**config.mk**
```make
export PLATFORM = sky130hd
export DESIGN_NAME = wave_gen_param
export DESIGN_NICKNAME = d
export VERILOG_FILES = /design/src/rtl/wave_gen_param.sv
export SDC_FILE = /design/constraint.sdc
export NUM_CORES = 1
export LEC_CHECK = 0
export CAP_MARGIN = 20
export CORE_MARGIN = 8
export CORE_UTILIZATION = 35
export CTS_CLUSTER_DIAMETER = 40
export DETAILED_ROUTE_END_ITERATION = 7
export PLACE_DENSITY_LB_ADDON = 0.15
export SETUP_SLACK_MARGIN = 0.02
export SLEW_MARGIN = 40
export SYNTH_ARGS = -nofsm -noshare
export SYNTH_HDL_FRONTEND = slang
export SYNTH_SLANG_ARGS = --single-unit
```
**constraint.sdc**
```tcl
create_clock -name clk -period 5.7 [get_ports clk]
set_clock_uncertainty 0.1 [all_clocks]
set_input_delay 1.14 -clock clk [delete_from_list [all_inputs] [get_ports clk]]
set_output_delay 1.14 -clock clk [all_outputs]
set_load 0.05 [all_outputs]
```
**src/rtl/wave_gen_param.sv**
```systemverilog
// wave_gen_param -- phase-accumulator DDS function generator feeding a FIFO.
//
// It produces sine, cosine, triangle or square samples, scales them by an
// unsigned amplitude with saturation, and writes them into a downstream FIFO.
// A nonzero burst length stops generation after that many samples. FIFO-full
// backpressure freezes the whole pipeline. The sine table is an external
// registered ROM: the address is issued in one cycle and the data returns in
// the next.
//
// Ports
//   clk, rst      clock; asynchronous active-high reset
//   en_i          run enable; low returns the block to IDLE
//   cfg_i         configuration strobe (amp/step/sel/len latched in CONFIG)
//   amp_i         amplitude, unity = 2**(AMP_WIDTH-1)
//   step_i        phase increment per sample
//   sel_i         00 sine, 01 cosine, 10 triangle, 11 square
//   len_i         burst length in samples, 0 = continuous
//   fifo_full_i   downstream FIFO full (stalls everything)
//   lut_en_o      ROM read enable (ROM holds its output when low)
//   lut_addr_o    ROM address
//   lut_data_i    ROM data, one cycle after the address
//   wr_en_o       FIFO write strobe
//   data_o        sample to FIFO
//   busy_o        high in CONFIG or GEN
//   done_o        one-cycle pulse with the last write of a burst
module wave_gen_param #(
  parameter int DATA_WIDTH  = 16,
  parameter int AMP_WIDTH   = 8,
  parameter int LUT_ADDR    = 8,
  parameter int PHASE_WIDTH = 16,
  parameter int LEN_WIDTH   = 16
) (
  input  logic                         clk,
  input  logic                         rst,
  input  logic                         en_i,
  input  logic                         cfg_i,
  input  logic [AMP_WIDTH-1:0]         amp_i,
  input  logic [PHASE_WIDTH-1:0]       step_i,
  input  logic [1:0]                   sel_i,
  input  logic [LEN_WIDTH-1:0]         len_i,
  input  logic                         fifo_full_i,
  output logic                         lut_en_o,
  output logic [LUT_ADDR-1:0]          lut_addr_o,
  input  logic signed [DATA_WIDTH-1:0] lut_data_i,
  output logic                         wr_en_o,
  output logic signed [DATA_WIDTH-1:0] data_o,
  output logic                         busy_o,
  output logic                         done_o
);

  // One register stage between issue and the output register:
  // vld_pipe[0] qualifies a_r / lut_data_i, vld_pipe[1] qualifies data_o.
  localparam int STAGES = 1;
  // Stage-1 samples are carried two bits wider so the triangle math never
  // wraps; the product adds the amplitude width plus its zero sign bit.
  localparam int SW = DATA_WIDTH + 2;
  localparam int PW = SW + AMP_WIDTH + 1;

  localparam logic signed [SW-1:0] MAX_S = {3'b000, {(DATA_WIDTH-1){1'b1}}};
  localparam logic signed [PW-1:0] P_MAX = {{(PW-DATA_WIDTH+1){1'b0}}, {(DATA_WIDTH-1){1'b1}}};
  localparam logic signed [PW-1:0] P_MIN = {{(PW-DATA_WIDTH+1){1'b1}}, {(DATA_WIDTH-1){1'b0}}};
  localparam logic [LUT_ADDR-1:0]  QTR   = {2'b01, {(LUT_ADDR-2){1'b0}}};

  typedef enum logic [1:0] {IDLE, CONFIG, GEN} state_t;

  state_t                   state;
  logic [AMP_WIDTH-1:0]     amp_r;
  logic [PHASE_WIDTH-1:0]   step_r;
  logic [1:0]               sel_r;
  logic [LEN_WIDTH-1:0]     len_r;
  logic [PHASE_WIDTH-1:0]   phase;
  logic [LEN_WIDTH-1:0]     count;
  logic [LUT_ADDR-1:0]      a_r;
  logic [STAGES:0]          vld_pipe;

  logic                     adv, stay, exhausted, issue, last_wr;
  logic [LUT_ADDR-1:0]      a;
  logic signed [SW-1:0]     two_u, tri_v, s;
  logic signed [PW-1:0]     p, r;
  logic signed [DATA_WIDTH-1:0] sat;

  // ---------------- issue / control ----------------
  assign adv       = !fifo_full_i;
  // Staying in GEN this cycle; any exit flushes, so nothing new is issued.
  assign stay      = (state == GEN) && en_i && !cfg_i;
  assign exhausted = (len_r != '0) && (count == len_r);
  assign issue     = stay && adv && !exhausted;
  assign a         = phase[PHASE_WIDTH-1 -: LUT_ADDR];

  assign lut_en_o   = issue;
  assign lut_addr_o = !issue ? '0 : (sel_r == 2'b01) ? a + QTR : a;

  assign wr_en_o = vld_pipe[STAGES] && adv;
  // Final write of a burst: everything issued and nothing left behind it.
  assign last_wr = wr_en_o && exhausted && !vld_pipe[0];
  assign done_o  = stay && last_wr;
  assign busy_o  = (state != IDLE);

  // ---------------- stage 1: waveform select ----------------
  // Triangle: 2u = a[LUT_ADDR-2:0] << (DATA_WIDTH-LUT_ADDR+1).
  assign two_u = {2'b00, a_r[LUT_ADDR-2:0], {(DATA_WIDTH-LUT_ADDR+1){1'b0}}};
  assign tri_v = a_r[LUT_ADDR-1] ? (MAX_S - two_u) : (two_u - MAX_S);

  always_comb begin
    s = {{2{lut_data_i[DATA_WIDTH-1]}}, lut_data_i};
    case (sel_r)
      2'b10:   s = tri_v;
      2'b11:   s = a_r[LUT_ADDR-1] ? -MAX_S : MAX_S;
      default: s = {{2{lut_data_i[DATA_WIDTH-1]}}, lut_data_i};
    endcase
  end

  // ---------------- stage 2: scale + saturate ----------------
  assign p = $signed({{(AMP_WIDTH+1){s[SW-1]}}, s}) *
             $signed({{SW{1'b0}}, 1'b0, amp_r});
  assign r = p >>> (AMP_WIDTH-1);  // arithmetic shift = floor

  always_comb begin
    sat = r[DATA_WIDTH-1:0];
    if (r > P_MAX)      sat = P_MAX[DATA_WIDTH-1:0];
    else if (r < P_MIN) sat = P_MIN[DATA_WIDTH-1:0];
  end

  // ---------------- FSM + datapath registers ----------------
  always_ff @(posedge clk or posedge rst) begin
    if (rst) begin
      state    <= IDLE;
      amp_r    <= '0;
      step_r   <= '0;
      sel_r    <= '0;
      len_r    <= '0;
      phase    <= '0;
      count    <= '0;
      a_r      <= '0;
      vld_pipe <= '0;
      data_o   <= '0;
    end else begin
      case (state)
        IDLE: begin
          vld_pipe <= '0;
          if (cfg_i) state <= CONFIG;
        end
        CONFIG: begin
          amp_r    <= amp_i;
          step_r   <= step_i;
          sel_r    <= sel_i;
          len_r    <= len_i;
          phase    <= '0;
          count    <= '0;
          vld_pipe <= '0;
          state    <= en_i ? GEN : IDLE;
        end
        GEN: begin
          if (!en_i) begin
            state    <= IDLE;
            vld_pipe <= '0;
          end else if (cfg_i) begin
            state    <= CONFIG;
            vld_pipe <= '0;
          end else if (last_wr) begin
            state    <= IDLE;
            vld_pipe <= '0;
          end else if (adv) begin
            if (issue) begin
              phase <= phase + step_r;
              count <= count + LEN_WIDTH'(1);
              a_r   <= a;
            end
            vld_pipe <= {vld_pipe[STAGES-1:0], issue};
            if (vld_pipe[0]) data_o <= sat;
          end
        end
        default: begin
          state    <= IDLE;
          vld_pipe <= '0;
        end
      endcase
    end
  end

endmodule

```
==> impl_metrics.json, run 1 <==
{
  "critPathRequiredTime_ns": 5.86,
  "hp-class": "flop to flop",
  "reg2reg_from": "sel_r[0]$_DFFE_PP0P_",
  "period_share": 1.02,
  "seq_area_frac_synth": 0.262,
  "slew_headroom": 0.561,
  "antenna_cells": 0,
  "ys_warn_count": 0,
  "fin_crit_ns": 5.80,
  "worst-path-stages": 21,
  "drt_iter0_markers": 355,
  "dieArea_sq_um": 33400,
  "drc_errors": 0,
  "cp_max_fo": 8,
  "final_hold_viol_count": 0,
  "drtPass1Iterations": 4,
  "track_usage": 0.156,
  "grt_pass1_wl_mm": 42.2,
  "via_per_inst": 4.66,
  "path_clk_slew_ns": 0.08,
  "yosys.cell_types.count": 57,
  "cp-start-kind": "input pin",
  "ant_nets": 0,
  "drv_cap": 0,
  "finalSetupViolCount": 15,
  "dp_cells": 1604,
  "final_cell_count_no_fill": 1644,
  "cts_tree": "yes",
  "violations": "setup timing",
  "slowest_stage": "fa_2",
  "slew_viol_final": 0,
  "clockBufferDepth": 2,
  "post-place-ws_ns": -0.887,
  "holdPathStages": 1,
  "grt_setup_unrepaired": "true",
  "fp.dieW_microns": 183,
  "num_rows": 61,
  "worstRegToRegCells": 24,
  "cts_buffers": 9,
  "hold_buffers": 0,
  "post-dp-hpwl_mm": 19.4,
  "crit_chain": "buf_2, o21a_4, buf_12, and2_4, fa_2, fa_2, fa_1, inv_2, fa_1, inv_1, ha_2, a21o_1, a21oi_2, o21ai_1, a21o_1, o21ai_4, o21a_4, o21bai_4, xor2_4, a21o_4, a221o_2",
  "drive_above_1_share": 0.233,
  "vias": 7653,
  "syn-instance-count": 1080,
  "r2r_end": "data_o[2]$_DFFE_PP0P_",
  "routed_wl_mm": 24.8,
  "core_area_sq_um": 27600,
  "netlist_area_sq_um": 9740,
  "yosysTopAreaCellShare": 0.262,
  "start_util": 0.353,
  "tns_ns": -0.697,
  "synth_fp_nets": 1312,
  "hold_start": "a_r[3]$_DFFE_PP0P_",
  "die_h_microns": 183,
  "cp_top_family": "adder cells",
  "tightest_slew_ns": 0.658,
  "cts_sinks": 102,
  "clock_latency_ns": 0.37,
  "areaGrowthSynthToFinish_pct": 31.3,
  "path_class": "input pin to flop",
  "grt_pass1_vias": 8283,
  "cts_root_buf": "clkbuf_16",
  "holdPathEnd": "a_r[3]$_DFFE_PP0P_",
  "grt_max_degree": 71,
  "synth_area_leaders": "dfrtp_1 26%, fa_1 22%, ha_1 8.2%",
  "critPathMaxStageDelay_ns": 0.54,
  "final_cell_mix": "201 x nand2_1, 136 x inv_1, 106 x buf_4",
  "port-buffer-count": 90,
  "post_drt_wl_per_cell_microns": 15.1,
  "synth.avg_cell_area_sq_um": 9.02,
  "fin_nets": 1493,
  "yosys.area.top_type": "dfrtp_1",
  "end_kind": "flop",
  "final_common_cell": "nand2_1",
  "ys_seq_elements": 102,
  "cts_max_level": 3,
  "cp.arrival_ns": 5.95,
  "grt-ovfl-total": 0,
  "place_congestion": 0.819,
  "max_freq_mhz": 173,
  "critPathBufInv": 4,
  "status": "complete, but fails checks",
  "fin_ws_ns": -0.0951,
  "design.portCount": 91,
  "antenna_found_initial": 2,
  "rrSetupSlack_ns": -0.08
}
-- sequential cells by signal (all words and copies together), names as in the netlist --
signal,count
state,2
data_o,16
vld_pipe,2
count,16
step_r,16
amp_r,8
len_r,16
sel_r,2
phase,16
a_r,8
-- cells in the mapped netlist (all sizes together) --
cell type and n:
a211oi 4, a21boi 2, a21o 18, a21oi 28
a221o 14, a311o 1, a31o 1, a31oi 3
and2 62, and3 10, and4 2, buf 9
clkbuf 28, dfrtp 102, fa 105, ha 64
inv 156, mux2 8, mux2i 2, nand2 212
nand2b 5, nand3 28, nand3b 1, nand4 10
nand4b 2, nor2 44, nor2b 12, nor3 11
nor3b 2, nor4 8, nor4b 1, o21a 11
o21ai 30, o21bai 5, o31ai 2, o41ai 1
or2 6, or3 4, xnor2 34, xor2 32
-- kinds of logic (layout without fill, tap and decap cells) --
kind of cell,Yosys count,in the layout,synth area share
xor+xnor,66,66,0.0613
simple gates,420,420,0.204
compound gates,120,122,0.0863
fa+ha+maj,169,169,0.298
mux,10,10,0.0113
flops,102,102,0.262
buf+inv,193,377,0.0770
-- worst register-to-register path: stages, from the launching register on --
cell      delay, ns
dfrtp_1        0.40
buf_12         0.15
buf_4          0.16
nor2_4         0.12
xnor2_2        0.11
mux2_4         0.20
nand2_2        0.06
fa_1           0.49
inv_1          0.05
fa_1           0.48
fa_1           0.55
inv_1          0.05
fa_1           0.49
inv_2          0.05
ha_4           0.21
a21o_1         0.16
a21oi_2        0.15
o21ai_1        0.08
a21o_1         0.22
o21ai_4        0.25
o21a_4         0.21
o21bai_4       0.10
xor2_4         0.21
a21o_4         0.25
a221o_2        0.36
-- timing repair --
item                       CTS  global route
pin swaps                   65            35
resized for setup          101            28
gates cloned                 2             0
setup endpoints to repair   16            16
buffers inserted            19             4
-- how the worst max path moves through the flow --
stage | from | end
2_1_floorplan | lut_data_i[15] | data_o[3]$_DFFE_PP0P_
3_3_place_gp | lut_data_i[15] | data_o[2]$_DFFE_PP0P_
3_5_place_dp | lut_data_i[15] | data_o[11]$_DFFE_PP0P_
4_1_cts | sel_r[0]$_DFFE_PP0P_ | data_o[2]$_DFFE_PP0P_
5_1_grt | sel_r[0]$_DFFE_PP0P_ | data_o[1]$_DFFE_PP0P_
6_report | lut_data_i[5] | data_o[2]$_DFFE_PP0P_
-- layout make-up --
type | instances | area (sq um)
Fill cell | 2738 | 14800
Multi-Input combinational cell | 787 | 7040
Sequential cell | 102 | 2550
Timing Repair Buffer | 205 | 1820
Inverter | 156 | 593
Tap cell | 378 | 473
Clock buffer | 9 | 225
Clock inverter | 7 | 90.1
-- through the flow --
step	utilization	hold slack, ns	instance area (sq um)
6_report	0.463	0.387	12800
5_1_grt	0.463	0.406	12800
4_1_cts	0.458	0.384	12700
3_5_place_dp	0.434	0.367	12000
3_3_place_gp	0.434	0.361	12000
2_1_floorplan	-	0.351	10000
-- metal layers --
metal  up-vias  wire, microns  GRT usage
li1       3785              -          -
met1      3751          11300      0.196
met2        91          12400      0.278
met3        24            746     0.0281
met4         2            283     0.0319
met5         -             17          0
Power of run 1 is left out: the tool's default activity adds up to more than one toggle a clock period on the data nets, which glitch-free logic cannot reach.
==> run 2: changes to the inputs <==
Settings changed: CTS_CLUSTER_DIAMETER 40 to 80.
==> results of run 2 <==
Same layout as run 1: the final DEF is identical, and so are final timing and power.
Power of run 2 is left out for the same reason.
